**src/rtl/vend_sequencer.sv**
```systemverilog
// Vending front-end: coin credit accumulation, buy handshake with the purchase manager, change payout.
// Optional AUTO_CHANGE_EN: pay out any remaining credit automatically after every purchase attempt.
module vend_sequencer #(
  parameter logic [7:0] PRICE_0 = 8'd75,
  parameter logic [7:0] PRICE_1 = 8'd20,
  parameter logic [7:0] PRICE_2 = 8'd30,
  parameter logic [7:0] PRICE_3 = 8'd40
) (
  input  logic       clk,
  input  logic       reset,
  input  logic       coin_valid,
  input  logic [1:0] coin_type,
  input  logic       sel_valid,
  input  logic [1:0] sel_product,
  input  logic       coin_return,
  input  logic       change_ack,
  input  logic       apple,
  input  logic       banana,
  input  logic       carrot,
  input  logic       date,
  input  logic       error,
  output logic       buy,
  output logic [1:0] product,
  output logic [7:0] credit,
  output logic       busy,
  output logic       coin_reject,
  output logic       dispensed,
  output logic       denied,
  output logic       change_valid,
  output logic [1:0] change_coin
);

  typedef enum logic [1:0] {IDLE, REQ, WAIT, CHANGE} state_t;

  state_t state;

  function automatic logic [7:0] coin_value(input logic [1:0] t);
    case (t)
      2'd0:    return 8'd5;
      2'd1:    return 8'd10;
      2'd2:    return 8'd25;
      default: return 8'd100;
    endcase
  endfunction

  function automatic logic [1:0] largest_coin(input logic [7:0] c);
    if (c >= 8'd25)      return 2'd2;
    else if (c >= 8'd10) return 2'd1;
    else                 return 2'd0;
  endfunction

  logic [8:0] coin_sum;
  logic [7:0] price;
  logic [4:0] reply;
  logic       grant_ok;
  logic [7:0] wait_credit;
  logic [7:0] paid_credit;

  always_comb begin
    coin_sum = {1'b0, credit} + {1'b0, coin_value(coin_type)};
    case (product)
      2'd0:    price = PRICE_0;
      2'd1:    price = PRICE_1;
      2'd2:    price = PRICE_2;
      default: price = PRICE_3;
    endcase
    // A grant counts only as a clean one-hot on the requested product's line.
    reply       = {error, date, carrot, banana, apple};
    grant_ok    = (reply == (5'b00001 << product));
    wait_credit = grant_ok ? (credit - price) : credit;
    paid_credit = credit - coin_value(change_coin);
  end

  always_ff @(posedge clk or negedge reset) begin
    if (!reset) begin
      state        <= IDLE;
      buy          <= 1'b0;
      product      <= 2'd0;
      credit       <= 8'd0;
      busy         <= 1'b0;
      coin_reject  <= 1'b0;
      dispensed    <= 1'b0;
      denied       <= 1'b0;
      change_valid <= 1'b0;
      change_coin  <= 2'd0;
    end else begin
      buy         <= 1'b0;
      coin_reject <= 1'b0;
      dispensed   <= 1'b0;
      denied      <= 1'b0;
      case (state)
        IDLE: begin
          if (coin_valid) begin
            if (coin_sum[8]) coin_reject <= 1'b1;
            else             credit      <= coin_sum[7:0];
          end else if (coin_return && credit != 8'd0) begin
            state        <= CHANGE;
            busy         <= 1'b1;
            change_valid <= 1'b1;
            change_coin  <= largest_coin(credit);
          end else if (sel_valid) begin
            product <= sel_product;
            state   <= REQ;
            buy     <= 1'b1;
            busy    <= 1'b1;
          end
        end
        REQ: begin
          coin_reject <= coin_valid;
          state       <= WAIT;
        end
        WAIT: begin
          coin_reject <= coin_valid;
          credit      <= wait_credit;
          dispensed   <= grant_ok;
          denied      <= !grant_ok;
`ifdef AUTO_CHANGE_EN
          if (wait_credit != 8'd0) begin
            state        <= CHANGE;
            change_valid <= 1'b1;
            change_coin  <= largest_coin(wait_credit);
          end else begin
            state <= IDLE;
            busy  <= 1'b0;
          end
`else
          state <= IDLE;
          busy  <= 1'b0;
`endif
        end
        CHANGE: begin
          coin_reject <= coin_valid;
          if (change_ack) begin
            credit <= paid_credit;
            if (paid_credit == 8'd0) begin
              state        <= IDLE;
              busy         <= 1'b0;
              change_valid <= 1'b0;
            end else begin
              change_coin <= largest_coin(paid_credit);
            end
          end
        end
        default: begin
          state <= IDLE;
          busy  <= 1'b0;
        end
      endcase
    end
  end

endmodule

```
**config.mk**
```make
export PLATFORM = sky130hd
export DESIGN_NAME = vend_sequencer
export DESIGN_NICKNAME = d
export VERILOG_FILES = /design/src/rtl/vend_sequencer.sv
export SDC_FILE = /design/constraint.sdc
export NUM_CORES = 1
export LEC_CHECK = 0
export CORE_AREA = 2 2 71 73
export CTS_BUF_LIST = sky130_fd_sc_hd__clkbuf_16
export DETAILED_ROUTE_END_ITERATION = 16
export DIE_AREA = 0 0 73 75
export PLACE_DENSITY = 0.84
export SLEW_MARGIN = 20
export SYNTH_ARGS = -nofsm -noshare
export SYNTH_HDL_FRONTEND = slang
export SYNTH_SLANG_ARGS = --single-unit
```
**constraint.sdc**
```tcl
create_clock -name clk -period 2.49 [get_ports clk]
set_input_delay 0.747 -clock clk [delete_from_list [all_inputs] [get_ports clk]]
set_output_delay 0.747 -clock clk [all_outputs]
set_load 0.01 [all_outputs]
```
==> metrics.cfg, run 1 <==
[clock_tree]
clock_latency_ps = 260
tritoncts = built
ctsHoldBuffers = 0
cts_sinks = 20
cts_root_buffer = clkbuf_16
cts_buffers = 3
htreeDepth = 1
clk_pin_slew_ps = 60
cts_buffer_depth = 2

[critical_path]
worstPathArrival_ps = 2820
critPathLaunchType = input port
cp_data_required_time_ps = 2650
endpoint_kind = flip-flop
critPathMaxFanout = 7
critPathKind = in2reg

[cells_and_area]
fillers = 276
regArea_um2 = 504
drive_gt1_share_pct = 38.3
final_cells = 412
multi_input_area_mm2 = 0.00205
n_antenna_cell = 0
final_core_util_pct = 78.4
nets = 409
syn2layout_area_growth_pct = 60.5

[logic_synthesis]
synth_edf_count = 0
syn_inst = 267
synth_ff_type = dfrtp_1
synth_top_area_share_pct = 22.0
syn_nets = 317
ys_ff_latch = 20
ys_types = 58
ys_warn_count = 0
async_flop_share_pct = 100
yosysMostFrequentCell = ha_1
seq_area_frac_synth_pct = 22.0
synthTopCellsByArea = dfrtp_1, ha_1, a21oi_1
synthTopCellsByCount = ha_1, inv_1, nor2_1, dfrtp_1
avgSynthCellArea_um2 = 8.52
synth_area_leader_cell = dfrtp_1
syn_area_mm2 = 0.00228

[timing]
tightest_slew_ps = 530
setup_viol_count_final = 12
finalHoldViolations = 0
min_period_ps = 2660
fmax_mhz = 376
fin_worst_skew_ps = 2.74
period_share_pct = 107
drv_slew = 0
rsz0062_at_grt = yes
layout_setup_ws_ps = -167
slew_headroom_pct = 64.5

[floorplan]
dieArea_mm2 = 0.00548
core_region_area_mm2 = 0.00466
io_pins = 33
start_util_pct = 48.8
die-height_um = 75
num_rows = 25
die_w_um = 73

[place]
place_ws_ps = -891
placed_cells = 404
numPortBuffers = 32
place_congestion = 0.917
dp_hpwl_mm = 5.47

[status]
status = complete, but fails checks
violations = negative setup slack

[detailed_routing]
avgRoutedWirePerCell_um = 20.2
via_count = 2557
wl_mm = 8.31
via_per_inst = 6.21
drc = 0
drt-initial-drc-count = 196
dr.pass1.iters = 5
ant_nets = 0

[grt]
grt_pass1_vias = 2548
grt_pass1_wl_mm = 11.9
grt-ovfl-total = 0
grt_use_total_pct = 28.5
antenna_found_initial = 0
grt_max_degree = 21

[hold_path]
hold_path_class = reg2reg

[run]
max_cap_violations = 0

[per-layer routing]
layer	up-vias	track usage (%)	wire, um
met2	151	50.8	4210
li1	1138	-	-
met4	0	10.3	294
met5	-	0	0
met1	1229	36.1	3260
met3	39	2.28	557
[flip-flops by register name, indices dropped and copies added (netlist names)]
signal and count:
product 2, change_valid 1, credit 8, denied 1
dispensed 1, change_coin 2, coin_reject 1, buy 1
state 2, busy 1
[cell type report]
| class | instances | share of cell area (%) |
|---|---|---|
| Clock inverter | 1 | 0.822 |
| Inverter | 26 | 3.08 |
| Multi-Input combinational cell | 214 | 56.2 |
| Tap cell | 54 | 1.85 |
| Sequential cell | 20 | 13.8 |
| Timing Repair Buffer | 94 | 22.2 |
| Clock buffer | 3 | 2.05 |
[layout by cell type (no fill, tap or decap), types with 5 or more instances in the layout]
cell             count
nand2b_1             8
dfrtp_1             17
xor2_1               6
buf_4               59
mux2i_1              5
nand2_1             13
inv_2                8
o21ai_0             15
nand3_1              5
a21oi_1             15
ha_4                12
ha_1                20
a211oi_1             7
xnor2_1              7
inv_1               15
nor2_1              20
clkdlybuf4s50_1     30
[through the flow]
step / cell area [um^2] / TNS (ps) / hold slack, ps
2_1_floorplan: 2460 / -152 / 451
3_3_place_gp: 3240 / -6470 / 497
3_5_place_dp: 3240 / -7800 / 507
4_1_cts: 3500 / -669 / 523
5_1_grt: 3650 / -2070 / 577
6_report: 3650 / -1010 / 528
[repair_timing]
item                       CTS  global route
setup endpoints to repair   15            14
pin swaps                   21            15
setup buffers                2             4
gates resized for setup     41            25
[worst max-delay path, stage by stage]
cell,delay [ps]
buf_12,100
inv_12,40
ha_4,280
inv_4,40
ha_4,270
o21a_1,170
o31ai_4,90
a21oi_2,180
nor2_2,90
a31oi_4,350
buf_8,220
mux2i_1,240
[path summary, 6_finish.rpt]
path                       cells past startpoint                         end                       start  slack (ps)
setup / recovery                              12       credit[0]$_DFFE_PN0P_                coin_type[0]        -170
hold / removal                                 2    change_valid$_DFFE_PN0P_    change_valid$_DFFE_PN0P_         530
setup reg to reg                              11  change_coin[0]$_DFFE_PN0P_  change_coin[1]$_DFFE_PN0P_        -160
hold reg to reg                                2    change_valid$_DFFE_PN0P_    change_valid$_DFFE_PN0P_         530
max in group asynchronous                      2       credit[0]$_DFFE_PN0P_                       reset        1420
min in group asynchronous                      2       coin_reject$_DFF_PN0_                       reset         820
[cells by family after synthesis]
family	Yosys count	share of synthesized area (%)
AOI/OAI and AO/OA	79	25.3
xor gates and xnor gates	15	5.77
adders and majority gates	35	20.2
buffers and inverters	33	5.99
DFF	20	22.0
muxes	8	3.85
and+or+nand+nor	77	16.8
Power of run 1 is not shown: default switching activity piles up to over one toggle a cycle in this logic, so the estimate is an artifact.
==> run 2: changes to the inputs <==
--- a/config.mk
+++ b/config.mk
@@ -5,11 +5,11 @@
 export SDC_FILE = /design/constraint.sdc
 export NUM_CORES = 1
 export LEC_CHECK = 0
-export CORE_AREA = 2 2 71 73
+export CORE_AREA = 2 2 68 70
 export CTS_BUF_LIST = sky130_fd_sc_hd__clkbuf_16
 export DETAILED_ROUTE_END_ITERATION = 16
-export DIE_AREA = 0 0 73 75
-export PLACE_DENSITY = 0.84
+export DIE_AREA = 0 0 70 72
+export PLACE_DENSITY = 0.87
 export SLEW_MARGIN = 20
 export SYNTH_ARGS = -nofsm -noshare
 export SYNTH_HDL_FRONTEND = slang
==> constraint.sdc (replaced) <==
create_clock -name clk -period 2.74 [get_ports clk]
set_input_delay 0.822 -clock clk [delete_from_list [all_inputs] [get_ports clk]]
set_output_delay 0.822 -clock clk [all_outputs]
set_load 0.01 [all_outputs]
==> run 2 against run 1 <==
Net effect:
- the flow now finishes without violations
- largest cell class unchanged
- register-to-register slack better by 200 ps
- critical path type unchanged
- worst setup slack better by 200 ps
- die area is 7.9% lower
- clock skew is 2.3 ps lower
- flip-flop and latch count stayed put
- cell area is 5.7% lower
- non-clock buffer count is 8 lower
==> metrics.cfg, run 2 (synthesis gave the netlist of run 1 again) <==
[cells_and_area]
multi_input_area_mm2 = 0.00194
fillers = 251
drive_gt1_share_pct = 32.9
largest_register = credit
largest_reg_flops = 8
regArea_um2 = 502
nets = 401
syn2layout_area_growth_pct = 51.3
mostFrequentLayoutCells = buf_4, clkdlybuf4s50_1, nor2_1
layout_commonest_cell = buf_4
n_antenna_cell = 0

[detailed_routing]
ant_nets = 0
dr.pass1.iters = 5
via_count = 2425
wl_mm = 7.34
drc = 0
via_per_inst = 6.03
avgRoutedWirePerCell_um = 18.2
drt-initial-drc-count = 163

[timing]
period_share_pct = 98.7
slew_headroom_pct = 73.6
fmax_mhz = 370
fin_worst_skew_ps = 0.445
drv_slew = 0
min_period_ps = 2700
layout_setup_ws_ps = 35.7
finalHoldViolations = 0
setup_viol_count_final = 0
tightest_slew_ps = 393

[floorplan]
num_rows = 24
start_util_pct = 53.4
io_pins = 33
core_region_area_mm2 = 0.00426
die_w_um = 70
die-height_um = 72
dieArea_mm2 = 0.00504

[hold_path]
min-delay-start = change_valid$_DFFE_PN0P_
whs_endpoint = change_valid$_DFFE_PN0P_
hold_depth = 2
hold_path_class = reg2reg

[clock_tree]
tritoncts = built
cts_sinks = 20
cts_buffer_depth = 2
cts_root_buffer = clkbuf_16
cts_buffers = 3
htreeDepth = 1
clock_latency_ps = 260
clk_pin_slew_ps = 60

[critical_path]
reg2reg_from = change_coin[0]$_DFFE_PN0P_
worstPathArrival_ps = 2860
critPathKind = in2reg
endpoint_kind = flip-flop
reg2reg_to = change_coin[0]$_DFFE_PN0P_
cp_data_required_time_ps = 2900
critPathLaunchType = input port
worstRegToRegCells = 11
r2r_setup_slack_ps = 40
critPathMaxFanout = 7

[grt]
grt_use_total_pct = 29.0
grt_max_degree = 21
grt-ovfl-total = 0
antenna_found_initial = 0
grt_pass1_wl_mm = 11.7
grt_pass1_vias = 2464

[place]
place_ws_ps = -770
place_congestion = 0.905
numPortBuffers = 32
dp_hpwl_mm = 5.07

[run]
max_cap_violations = 0

[status]
status = finished clean

run 2: cell types whose count changed in the layout (fill, tap and decap cells not counted), sizes merged:
| cell | change |
|---|---|
| buf | -8 |
run 2: worst max-delay path by stage:
stage | startpoint | to | slack (ps) | depth (start not counted)
after global placement | coin_type[0] | credit[2]$_DFFE_PN0P_ | -640 | 12
final | coin_type[0] | credit[3]$_DFFE_PN0P_ | 40 | 12
after CTS | change_coin[0]$_DFFE_PN0P_ | state[1]$_DFFE_PN0P_ | 3 | 12
after global routing | change_coin[0]$_DFFE_PN0P_ | change_coin[0]$_DFFE_PN0P_ | -60 | 11
after floorplan | coin_type[0] | credit[6]$_DFFE_PN0P_ | -50 | 10
after detailed placement | coin_type[0] | credit[6]$_DFFE_PN0P_ | -770 | 11
run 2: what timing repair did:
action / in CTS / in global routing
hold endpoints to repair: 0 / 0
buffers inserted: 9 / 8
hold buffers: 0 / 0
cloned: 0 / 0
pin swaps: 9 / 13
resized for setup: 30 / 33
endpoints found under the setup margin: 12 / 11
run 2: per-layer routing:
metal | GRT usage (%) | wire [um] | up-vias | part of all wire (%)
met5 | 0 | 0 | - | 0
li1 | - | - | 1122 | -
met4 | 12.4 | 298 | 0 | 4.1
met3 | 3.61 | 517 | 31 | 7.0
met2 | 51.3 | 3650 | 114 | 50
met1 | 35.8 | 2870 | 1158 | 39
run 2: worst max-delay path, stage by stage:
cell and delay [ps]:
buf_4 130, inv_4 80, ha_4 210, ha_4 210, nor2b_2 160, o31ai_2 260, a21oi_2 110, nor2_2 180
a31oi_4 140, buf_6 170, buf_4 140, o31ai_1 250
run 2: layout make-up:
| class | count | area share (%) |
|---|---|---|
| clock buffer | 3 | 2.18 |
| clock inverter | 1 | 0.872 |
| inverter | 26 | 2.91 |
| multi-input combinational | 214 | 56.4 |
| sequential | 20 | 14.6 |
| tap | 52 | 1.89 |
| timing repair buffer | 86 | 21.2 |
run 2: stage by stage:
stage                     util, %  TNS, ps  std cells  hold slack (ps)  area, um^2
after global routing         80.8     -133        402              569        3440
final                        80.8        0        402              524        3440
after global placement       68.8    -4830        381              505        2930
after CTS                    75.4        0        394              523        3220
after floorplan                 -    -94.5        267              526        2310
after detailed placement     68.8    -5810        381              497        2930
Power of run 2 is left out for the same reason.
==> edit 1: new RTL, flow settings as in run 1 <==
Register the output `credit` once more, with the module's reset; this adds one clock of latency there. The other outputs are not delayed to match.
--- a/src/rtl/vend_sequencer.sv
+++ b/src/rtl/vend_sequencer.sv
@@ -32,6 +32,8 @@
 
   typedef enum logic [1:0] {IDLE, REQ, WAIT, CHANGE} state_t;
 
+  logic [7:0] credit_s0;
+
   state_t state;
 
   function automatic logic [7:0] coin_value(input logic [1:0] t);
@@ -57,7 +59,7 @@
   logic [7:0] paid_credit;
 
   always_comb begin
-    coin_sum = {1'b0, credit} + {1'b0, coin_value(coin_type)};
+    coin_sum = {1'b0, credit_s0} + {1'b0, coin_value(coin_type)};
     case (product)
       2'd0:    price = PRICE_0;
       2'd1:    price = PRICE_1;
@@ -67,8 +69,8 @@
     // A grant counts only as a clean one-hot on the requested product's line.
     reply       = {error, date, carrot, banana, apple};
     grant_ok    = (reply == (5'b00001 << product));
-    wait_credit = grant_ok ? (credit - price) : credit;
-    paid_credit = credit - coin_value(change_coin);
+    wait_credit = grant_ok ? (credit_s0 - price) : credit_s0;
+    paid_credit = credit_s0 - coin_value(change_coin);
   end
 
   always_ff @(posedge clk or negedge reset) begin
@@ -76,7 +78,7 @@
       state        <= IDLE;
       buy          <= 1'b0;
       product      <= 2'd0;
-      credit       <= 8'd0;
+      credit_s0    <= 8'd0;
       busy         <= 1'b0;
       coin_reject  <= 1'b0;
       dispensed    <= 1'b0;
@@ -92,12 +94,12 @@
         IDLE: begin
           if (coin_valid) begin
             if (coin_sum[8]) coin_reject <= 1'b1;
-            else             credit      <= coin_sum[7:0];
-          end else if (coin_return && credit != 8'd0) begin
+            else             credit_s0   <= coin_sum[7:0];
+          end else if (coin_return && credit_s0 != 8'd0) begin
             state        <= CHANGE;
             busy         <= 1'b1;
             change_valid <= 1'b1;
-            change_coin  <= largest_coin(credit);
+            change_coin  <= largest_coin(credit_s0);
           end else if (sel_valid) begin
             product <= sel_product;
             state   <= REQ;
@@ -111,7 +113,7 @@
         end
         WAIT: begin
           coin_reject <= coin_valid;
-          credit      <= wait_credit;
+          credit_s0   <= wait_credit;
           dispensed   <= grant_ok;
           denied      <= !grant_ok;
 `ifdef AUTO_CHANGE_EN
@@ -131,7 +133,7 @@
         CHANGE: begin
           coin_reject <= coin_valid;
           if (change_ack) begin
-            credit <= paid_credit;
+            credit_s0 <= paid_credit;
             if (paid_credit == 8'd0) begin
               state        <= IDLE;
               busy         <= 1'b0;
@@ -149,5 +151,13 @@
     end
   end
 
+  always_ff @(posedge clk or negedge reset) begin
+    if (!reset) begin
+      credit <= '0;
+    end else begin
+      credit <= credit_s0;
+    end
+  end
+
 endmodule
 
Behaviour: not the same (Yosys sat finds a counterexample within 4 cycles, from zero or initial values and one cycle with reset low).
==> edit 1 against run 1 <==
The flow still finishes with violations (negative setup slack). Wire length fell by 18%. Final area decreased by 3.1%. Sequential cell count grew 8. Area after synthesis grew 5.9%. Sequential share of layout area up 6.0 points. Worst setup slack got worse by 0.046 ns. First-iteration DRC count fell by 34%. Critical endpoint is now credit_s0[1]$_DFFE_PN0P_. Largest cell class unchanged.
Power is left out: the tool's default activity adds up to more than one toggle a clock period on the data nets, which glitch-free logic cannot reach.
==> edit 1: results (changes against run 1) <==
Status
  • Status: finished, violations left
  • Failing checks: negative setup slack

GRT
  • Aggregate global-route resource usage: 26.3% (-2.2 points)
  • Largest net degree at the start of global routing: 29 (+38%)
  • First-pass GRT wire length: 11100 um (-6.9%)

Drt
  • DRT iter0 DRCs: 130 (-34%)
  • Drt pass-1 iters: 4 (-1)
  • WL/cell: 16.6 um (-18%)
  • Final WL: 6790 um (-18%)

Worst setup path
  • R2R cell count: 13 (+2)
  • Max incr delay on CP: 0.38 ns (+0.03 ns)
  • CP Data Arrival Time: 2.90 ns (+0.08 ns)
  • Critical-path top delay cell: fa_2

Yosys
  • Post-Syn Nets: 326 (+2.8%)
  • Sequential share of the synthesized area: 29.1% (+7.1 points)
  • Synth unique cells: 53 (-8.6%)
  • Compound-Gate Fraction of Synth Area: 21.0% (-4.3 points)
  • Post-Synthesis Cells: 275 (+3.0%)
  • Post-synthesis xor/xnor area fraction: 6.91% (+1.1 points)
  • Synth cell count leaders: ha_1, nor2_1, dfrtp_1, inv_1, a21oi_1
  • Post-Synth Adder-Cell Area: 19.6% (-0.60 points)

Placed design
  • Placed cell areas: 3150 um^2 (-2.7%)
  • Cells after DPL: 396 (-2.0%)
  • Setup WS pre-CTS: -1.07 ns (-0.175 ns)

Timing
  • Final worst setup slack: -0.212 ns (-0.0456 ns)
  • Final Setup Violations: 13 (+1)
  • Worst slew margin: 53.5% (-11 points)
  • Setup TNS: -1.74 ns (-0.729 ns)
  • Clock skew: 0.00339 ns (+0.000650 ns)

Hold path
  • Hold Path Depth: 0 (-2)
## edit 1: cell types whose count changed in the layout (fill, tap and decap cells not counted), sizes merged, moves of 3 or more
cell	run 1	this run
buf	64	52
a211oi	10	1
nand2b	9	4
dfrtp	20	28
mux2	3	0
nor2	24	30
a21oi	19	25
## edit 1: layout make-up
class / count / area (um^2)
fill: 321 / 1120
clock inverter: 1 / 30.0
tap: 54 / 67.6
sequential: 28 / 701
inverter: 26 / 124
timing repair buffer: 82 / 718
multi-input combinational: 215 / 1830
clock buffer: 3 / 75.1
## edit 1: worst paths after layout
check,start,to,slack [ns]
min reg2reg,credit_s0[4]$_DFFE_PN0P_,credit[4]$_DFF_PN0_,0.52
min,credit_s0[4]$_DFFE_PN0P_,credit[4]$_DFF_PN0_,0.52
max in group asynchronous,reset,credit_s0[3]$_DFFE_PN0P_,1.36
min in group asynchronous,reset,change_coin[0]$_DFFE_PN0P_,0.86
max,coin_type[0],credit_s0[1]$_DFFE_PN0P_,-0.21
max reg2reg,change_coin[0]$_DFFE_PN0P_,credit_s0[6]$_DFFE_PN0P_,-0.09
## edit 1: worst register-to-register path, delay by kind of cell (launching register included)
| family | cells | cell delay (ns) |
|---|---|---|
| buffers and inverters | 4 | 0.41 |
| AND/OR/NAND/NOR | 2 | 0.13 |
| flip-flops | 1 | 0.41 |
| AO/OA/AOI/OAI | 5 | 0.95 |
| adder cells (fa/ha/maj) | 2 | 0.56 |
## edit 1: per-layer routing
layer	track usage [%]	vias to the layer above	share of wire, %
met5	0	-	0
met1	33.0	1150	40
met3	3.48	27	6.3
met4	11.5	0	3.4
li1	-	1131	-
met2	45.1	100	50
## edit 1: repair_timing
item,CTS,global route
endpoints found under the setup margin,15,15
buffers inserted,9,1
pin swaps,18,16
gates resized for setup,49,10
gates cloned,1,0
==> edit 2: new RTL, config.mk and constraints of run 1 <==
Made on the original files. `PRICE_0`: 8'd75 -> 8'd37.
--- a/src/rtl/vend_sequencer.sv
+++ b/src/rtl/vend_sequencer.sv
@@ -1,7 +1,7 @@
 // Vending front-end: coin credit accumulation, buy handshake with the purchase manager, change payout.
 // Optional AUTO_CHANGE_EN: pay out any remaining credit automatically after every purchase attempt.
 module vend_sequencer #(
-  parameter logic [7:0] PRICE_0 = 8'd75,
+  parameter logic [7:0] PRICE_0 = 8'd37,
   parameter logic [7:0] PRICE_1 = 8'd20,
   parameter logic [7:0] PRICE_2 = 8'd30,
   parameter logic [7:0] PRICE_3 = 8'd40
Check against the original RTL: not equivalent (a bounded check fails within 4 cycles, from zero or initial values and one cycle with reset low).
==> edit 2 against run 1 <==
Sequential share of layout area is 1.1 points higher. Critical endpoint is now credit[7]$_DFFE_PN0P_. Register-to-register slack improved by 0.12 ns. Global-route usage down 3.7 points. Sequential cell count did not move. The flow still finishes with violations (negative setup slack). First-iteration DRC count rose by 15%. Worst setup slack improved by 0.12 ns. Area after synthesis shrank 3.8%. Final area shrank 8.1%. Wire length fell by 15%.
Power is not shown: default switching activity piles up to over one toggle a cycle in this logic, so the estimate is an artifact.
==> edit 2: results (changes against run 1) <==
Status
  • Status: finished, violations left
  • Failing checks: negative setup slack

Worst setup path
  • Max incr delay on CP: 0.37 ns (+0.02 ns)
  • CP max FO: 3 (-4)
  • Critical-path top delay cell: dfrtp_1
  • Worst r2r src: product[1]$_DFFE_PN0P_
  • Critical Path Sink: credit[7]$_DFFE_PN0P_
  • CP Data Arrival Time: 2.65 ns (-0.17 ns)

Yosys
  • Synth area leaders: dfrtp_1, ha_1, a21oi_1
  • Synth cell count leaders: ha_1, inv_1, nor2_1, a21oi_1, dfrtp_1
  • Sequential share of the synthesized area: 22.9% (+0.88 points)
  • Post-Synthesis Cells: 268 (+0.37%)
  • Synth unique cells: 51 (-12%)

Drt
  • DR vias: 2391 (-6.5%)
  • Drt pass-1 iters: 7 (+2)
  • DRT iter0 DRCs: 225 (+15%)
  • Via density: 5.86 (-5.6%)
  • WL/cell: 17.3 um (-14%)

GRT
  • Largest net degree at the start of global routing: 21 (unchanged)
  • Vias in the first global route: 2280 (-11%)
  • First-pass GRT wire length: 10400 um (-13%)
  • Aggregate global-route resource usage: 24.7% (-3.7 points)

CTS
  • Clock latency on the worst-skew pair: 0.26 ns (about the same)
  • Post-CTS setup buffers: 5 (+3)
  • CTS resizes: 38 (-7.3%)
  • Clock Tree Buf Depth: 2 (unchanged)

Hold path
  • Hold Path Depth: 1 (-1)

Final layout
  • Footprint of the multi-input gates: 1850 um^2 (-9.6%)
  • Share of layout cells above drive strength 1: 32.5% (-5.8 points)
  • Layout non-clock buf frac: 22.1% (-0.087 points)
  • Clock buf/inv share: 2.35% (-0.53 points)
  • Register area: 502 um^2 (-0.50%)
  • Final-stage net count: 404 (-1.2%)
  • Number of non-clock buffers in the layout: 87 (-7.4%)
  • Filler cell count: 325 (+18%)
  • Inverters: 29 (+12%)

Placed design
  • HPWL Detailed: 4910 um (-10%)
  • Cells after DPL: 392 (-3.0%)
  • Gpl congestion: 0.984 (+7.3%)
  • Setup WS pre-CTS: -0.727 ns (+0.164 ns)

Timing
  • Setup TNS: -0.0886 ns (+0.922 ns)
  • Final worst setup slack: -0.0434 ns (+0.123 ns)
  • Final Setup Violations: 3 (-9)
  • Worst slew pin tran: 0.534 ns (+0.00318 ns)
  • Clock skew: 0.00318 ns (+0.000436 ns)
## edit 2: through the flow
step	area, um^2	hold WS (ns)
2_1_floorplan	2240	0.451
3_3_place_gp	2930	0.483
3_5_place_dp	2930	0.504
4_1_cts	3190	0.519
5_1_grt	3360	0.520
6_report	3360	0.511
## edit 2: cells by family (layout without fill, tap and decap cells)
group                    Yosys count  count (layout)  share of synthesized area (%)
XOR/XNOR                          15              15                           6.00
multiplexers                       6               6                           3.03
AND/OR/NAND/NOR                   79              79                           17.5
buffers and inverters             34             120                           5.89
adder cells (fa/ha/maj)           34              34                           20.5
AO/OA/AOI/OAI                     80              80                           24.2
flip-flops                        20              20                           22.9
## edit 2: routing by layer
metal	routed length, um	GRT usage, %	part of all wire, %	vias to the layer above
li1	-	-	-	1113
met4	245	8.64	3.5	0
met2	3710	45.1	52	108
met3	450	4.95	6.4	29
met1	2660	28.8	38	1141
met5	0	0	0	-
